==> config.mk <==
export PLATFORM = sky130hd
export DESIGN_NAME = wb_drain
export DESIGN_NICKNAME = d
export VERILOG_FILES = /design/src/rtl/wb_drain.sv
export SDC_FILE = /design/constraint.sdc
export NUM_CORES = 1
export LEC_CHECK = 0
export ABC_AREA = 1
export CAP_MARGIN = 20
export CORE_ASPECT_RATIO = 0.9
export CORE_UTILIZATION = 45
export CTS_CLUSTER_SIZE = 10
export DETAILED_ROUTE_END_ITERATION = 8
export GPL_TIMING_DRIVEN = 0
export PLACE_DENSITY = 0.79
export REMOVE_ABC_BUFFERS = 1
export SLEW_MARGIN = 30
export SYNTH_ARGS = -nofsm -noshare
export SYNTH_HDL_FRONTEND = slang
export SYNTH_SLANG_ARGS = --single-unit
==> constraint.sdc <==
create_clock -name clk -period 6.1 [get_ports clk]
set_clock_uncertainty 0.15 [all_clocks]
set_input_delay 1.22 -clock clk [delete_from_list [all_inputs] [get_ports clk]]
set_output_delay 1.22 -clock clk [all_outputs]
set_load 0.01 [all_outputs]
==> src/rtl/wb_drain.sv <==
// Writeback drain queue: buffers memory-stage results and issues one regfile write per cycle.
// Optional forwarding compare logic is built only when WB_FWD_EN is defined.
module wb_drain #(
  parameter int DEPTH = 4,
  localparam int CW = $clog2(DEPTH + 1),
  localparam int PW = $clog2(DEPTH)
) (
  input  logic          clk,
  input  logic          rst,
  input  logic          in_valid,
  output logic          in_ready,
  input  logic          in_we,
  input  logic [2:0]    in_rd,
  input  logic [7:0]    in_data,
  input  logic          hold,
  output logic          RegWrite,
  output logic [2:0]    RDo,
  output logic [7:0]    Mem_to_Reg,
  input  logic [2:0]    qa,
  input  logic [2:0]    qb,
  output logic          fwd_a_hit,
  output logic          fwd_b_hit,
  output logic [7:0]    fwd_a,
  output logic [7:0]    fwd_b,
  output logic [CW-1:0] count
);

  logic [2:0]    mem_rd   [DEPTH];
  logic [7:0]    mem_data [DEPTH];
  logic [PW-1:0] wr_ptr;
  logic [PW-1:0] rd_ptr;
  logic          push;
  logic          enq;
  logic          pop;

  // Handshake: a transfer happens at any edge where in_valid && in_ready; in_ready
  // depends only on rst/count, so a full queue refuses even if it pops that edge.
  assign in_ready = !rst && (count < CW'(DEPTH));
  assign push     = in_valid && in_ready;
  assign enq      = push && in_we && (in_rd != 3'd0);
  assign pop      = !hold && (count != '0);

  always_ff @(posedge clk) begin
    if (rst) begin
      wr_ptr     <= '0;
      rd_ptr     <= '0;
      count      <= '0;
      RegWrite   <= 1'b0;
      RDo        <= 3'd0;
      Mem_to_Reg <= 8'd0;
    end else begin
      if (enq) wr_ptr <= wr_ptr + 1'b1;
      if (pop) begin
        rd_ptr     <= rd_ptr + 1'b1;
        RDo        <= mem_rd[rd_ptr];
        Mem_to_Reg <= mem_data[rd_ptr];
      end
      RegWrite <= pop;
      case ({enq, pop})
        2'b10:   count <= count + 1'b1;
        2'b01:   count <= count - 1'b1;
        default: count <= count;
      endcase
    end
  end

  always_ff @(posedge clk) begin
    if (enq) begin
      mem_rd[wr_ptr]   <= in_rd;
      mem_data[wr_ptr] <= in_data;
    end
  end

`ifdef WB_FWD_EN
  // Scan oldest to youngest so younger matches overwrite; output register is lowest priority.
  function automatic logic [8:0] lookup(input logic [2:0] q);
    logic [8:0]    r;
    logic [PW-1:0] idx;
    r = '0;
    if (q != 3'd0) begin
      if (RegWrite && (RDo == q)) r = {1'b1, Mem_to_Reg};
      for (int i = DEPTH - 1; i >= 0; i--) begin
        idx = wr_ptr - PW'(i + 1);
        if ((CW'(i) < count) && (mem_rd[idx] == q)) r = {1'b1, mem_data[idx]};
      end
    end
    return r;
  endfunction

  always_comb begin
    {fwd_a_hit, fwd_a} = lookup(qa);
    {fwd_b_hit, fwd_b} = lookup(qb);
  end
`else
  logic unused_q;
  assign unused_q  = ^{qa, qb};
  assign fwd_a_hit = 1'b0;
  assign fwd_b_hit = 1'b0;
  assign fwd_a     = 8'd0;
  assign fwd_b     = 8'd0;
`endif

endmodule

==> results of run 1 <==
## cell families after synthesis
family                     share of synthesized area, %
AOI/OAI and AO/OA                                 1.176
buffers and inverters                             17.23
and+or+nand+nor                                   21.55
DFF                                               57.14
adders and majority gates                         2.773
other                                            0.1259
## Yosys cell counts, drive strengths merged
library cell  number  area [µm²]
nand3             26       130.1
a21oi              4       20.02
nand2             93       361.6
edfxtp            44        1321
inv               74       285.3
buf               28       227.7
nor2              38       150.1
o21ai              3       15.01
ha                 5       62.56
fa                 1       20.02
dfxtp             19       380.4
conb               1       3.750
## metrics by stage
step                      setup slack (ns)  utilization, %  hold WS, ns  area (µm²)
after floorplan                      3.125               -       0.3533        2814
after global routing                 1.882           54.49       0.4007        3406
final                                2.020           54.49       0.3614        3406
after global placement               2.011           51.73       0.3510        3233
after CTS                            1.995           54.47       0.3640        3405
after detailed placement             2.001           51.89       0.3529        3243
## area by class of cell
class,count,area (µm²)
inverter,74,285.3
clock inverter,2,8.758
fill,537,2844
sequential,63,1703
tap,87,108.9
timing repair buffer,31,310.3
multi-input combinational,188,837.1
clock buffer,14,152.6
## report_power, final
part | internal [W] | switching (W) | total [W]
Sequential | 0.000499 | 0.0000432 | 0.000542
Clock | 0.000157 | 0.000143 | 0.000300
Combinational | 0.000136 | 0.000173 | 0.000309
Total | 0.000792 | 0.000360 | 0.00115
## how the worst max path moves through the flow
stage	slack, ns	endpoint	cells after the start
final	2.02	in_ready	5
after global routing	1.88	in_ready	5
after CTS	1.99	in_ready	5
after detailed placement	2.00	in_ready	5
after global placement	2.01	in_ready	5
after floorplan	3.12	in_ready	3
## registers in the layout, summed over array words and instances, names as in the netlist
register / cells
wr_ptr: 2
mem_data: 32
RDo: 3
Mem_to_Reg: 8
RegWrite: 1
rd_ptr: 2
count: 3
mem_rd: 12
## layer usage
metal	wire length, µm	vias to the layer above	GRT usage, %
li1	-	1035	-
met1	2037	885	16.67
met2	2463	51	28.45
met3	240	10	3.846
met4	113	0	10.66
met5	0	-	0
## worst min-delay path, stage by stage (launching register included)
cell and delay, ns:
dfxtp_1 0.31, inv_1 0.04, nand2_1 0.04, nand2_1 0.04, nor2_1 0.03
==> impl_metrics.py, run 1 <==
metrics = {
    "timing": {
        "setup_viol_count_final": 0,
        "min_period_ns": 4.080,
        "fmax_mhz": 245.1,
        "slew_violations": 0,
        "relSlewSlack_pct": 54.97,
        "rsz0062_at_grt": "no",
        "finalSetupTns_ns": 0,
        "hold_viol_final": 0,
        "finalCritPeriodShare_pct": 66.88,
        "tightest_slew_ns": 0.6748,
    },
    "drt": {
        "avgViaCountPerCell": 4.316,
        "wl_per_cell_um": 10.58,
        "postRouteAntennaNets": 0,
        "vias": 1981,
        "drt_first_pass_iters": 4,
        "wl_um": 4855,
        "drt_iter0_markers": 136,
        "route.detailed.drc": 0,
    },
    "status": {
        "status": "completed",
    },
    "placement": {
        "placed_cells": 443,
        "io_buffers": 31,
        "post-dp-hpwl_um": 3080,
        "place_congestion": 0.7003,
    },
    "die": {
        "die_y_um": 79.18,
        "die-width_um": 87.75,
        "io_pins": 56,
        "core_area_um2": 6250,
        "dieArea_um2": 6948,
        "rows": 27,
        "initial_core_util_pct": 47.65,
    },
    "worst_setup_path": {
        "start_kind": "input port",
        "cp.arrival_ns": 2.71,
        "crit_top_cell": "clkdlybuf4s50_1",
        "worstReg2RegEnd": "count[2]",
        "worst_r2r_path_depth": 12,
        "cp_slowest_cell": "clkdlybuf4s50_1",
        "crit_family": "buffers and inverters",
        "path_buf_inv": 4,
        "cp_data_required_time_ns": 4.73,
        "startpoint": "rst",
        "r2r_slack_ns": 3.92,
        "worstSetupPathType": "input port to output port",
        "path_max_fanout": 18,
        "r2r_start": "count[1]",
        "crit_chain": "clkdlybuf4s50_1, inv_2, nand2_1, inv_1, clkdlybuf4s50_1",
        "max_stage_delay_ns": 0.53,
        "endpoint_kind": "output port",
    },
    "cts": {
        "cts_setup_buffers": 0,
        "postCtsHoldBufs": 0,
        "clk_latency_ns": 0.33,
        "post_cts_resized": 0,
        "cts_max_path_buffers": 2,
        "clk_pin_slew_ns": 0.06,
        "cts_made_buffers": 9,
        "root_buffer": "clkbuf_8",
        "htreeDepth": 3,
        "cts_tree": "yes",
        "cts.sinks": 63,
    },
    "yosys": {
        "ys_ff_latch": 63,
        "ys.warnings.count": 0,
        "postSynthAreaPerCell_um2": 8.863,
        "syn_inst": 336,
        "synthesis.area_um2": 2978,
        "synth_cell_types": 21,
        "synth-seq-area-share_pct": 57.14,
    },
    "final_layout": {
        "final_common_cell": "nand2_1",
        "layout_common_cells": "90 x nand2_1, 71 x inv_1, 44 x edfxtp_1, 33 x nor2_1, 31 x clkdlybuf4s50_1",
        "drive_above_1_share_pct": 6.183,
        "synthToLayoutAreaGrowth_pct": 14.37,
        "fin_nets": 395,
        "stdcell_count": 459,
        "antenna_cells": 0,
    },
    "power": {
        "finalPower_w": 0.001152,
        "irDropWorstVdd_v": 0.00009966,
        "leakagePower_nw": 1.563,
        "power_density_nw_per_um2": 338.2,
    },
    "min_path": {
        "hp-start": "Mem_to_Reg[2]",
        "hold_path_class": "register to register",
        "min_to": "Mem_to_Reg[2]",
        "min_path_cells": 4,
    },
    "global_routing": {
        "antenna_found_initial": 0,
        "grt_pass1_vias": 1877,
        "overflow": 0,
        "grt_max_degree": 27,
        "track_usage_pct": 16.03,
        "grt_pass1_wl_um": 8052,
    },
    "run": {
        "maxCapViolCount": 0,
    },
}
Note: power is estimated with default switching activity, not from simulation.
==> inputs of run 2 (changes only) <==
==> constraint.sdc (replaced) <==
create_clock -name clk -period 3.8 [get_ports clk]
set_clock_uncertainty 0.15 [all_clocks]
set_input_delay 0.76 -clock clk [delete_from_list [all_inputs] [get_ports clk]]
set_output_delay 0.76 -clock clk [all_outputs]
set_load 0.01 [all_outputs]
==> results of run 2 <==
Same layout as run 1 (identical final DEF). Status: completed.
Main changes from that run: setup slack after placement 2.001 ns -> 0.5980 ns; setup slack after layout 2.020 ns -> 0.6405 ns; register-to-register setup slack 3.92 ns -> 1.62 ns; total power 0.001152 W -> 0.001849 W; worst IR drop on VDD 0.00009966 V -> 0.0001600 V
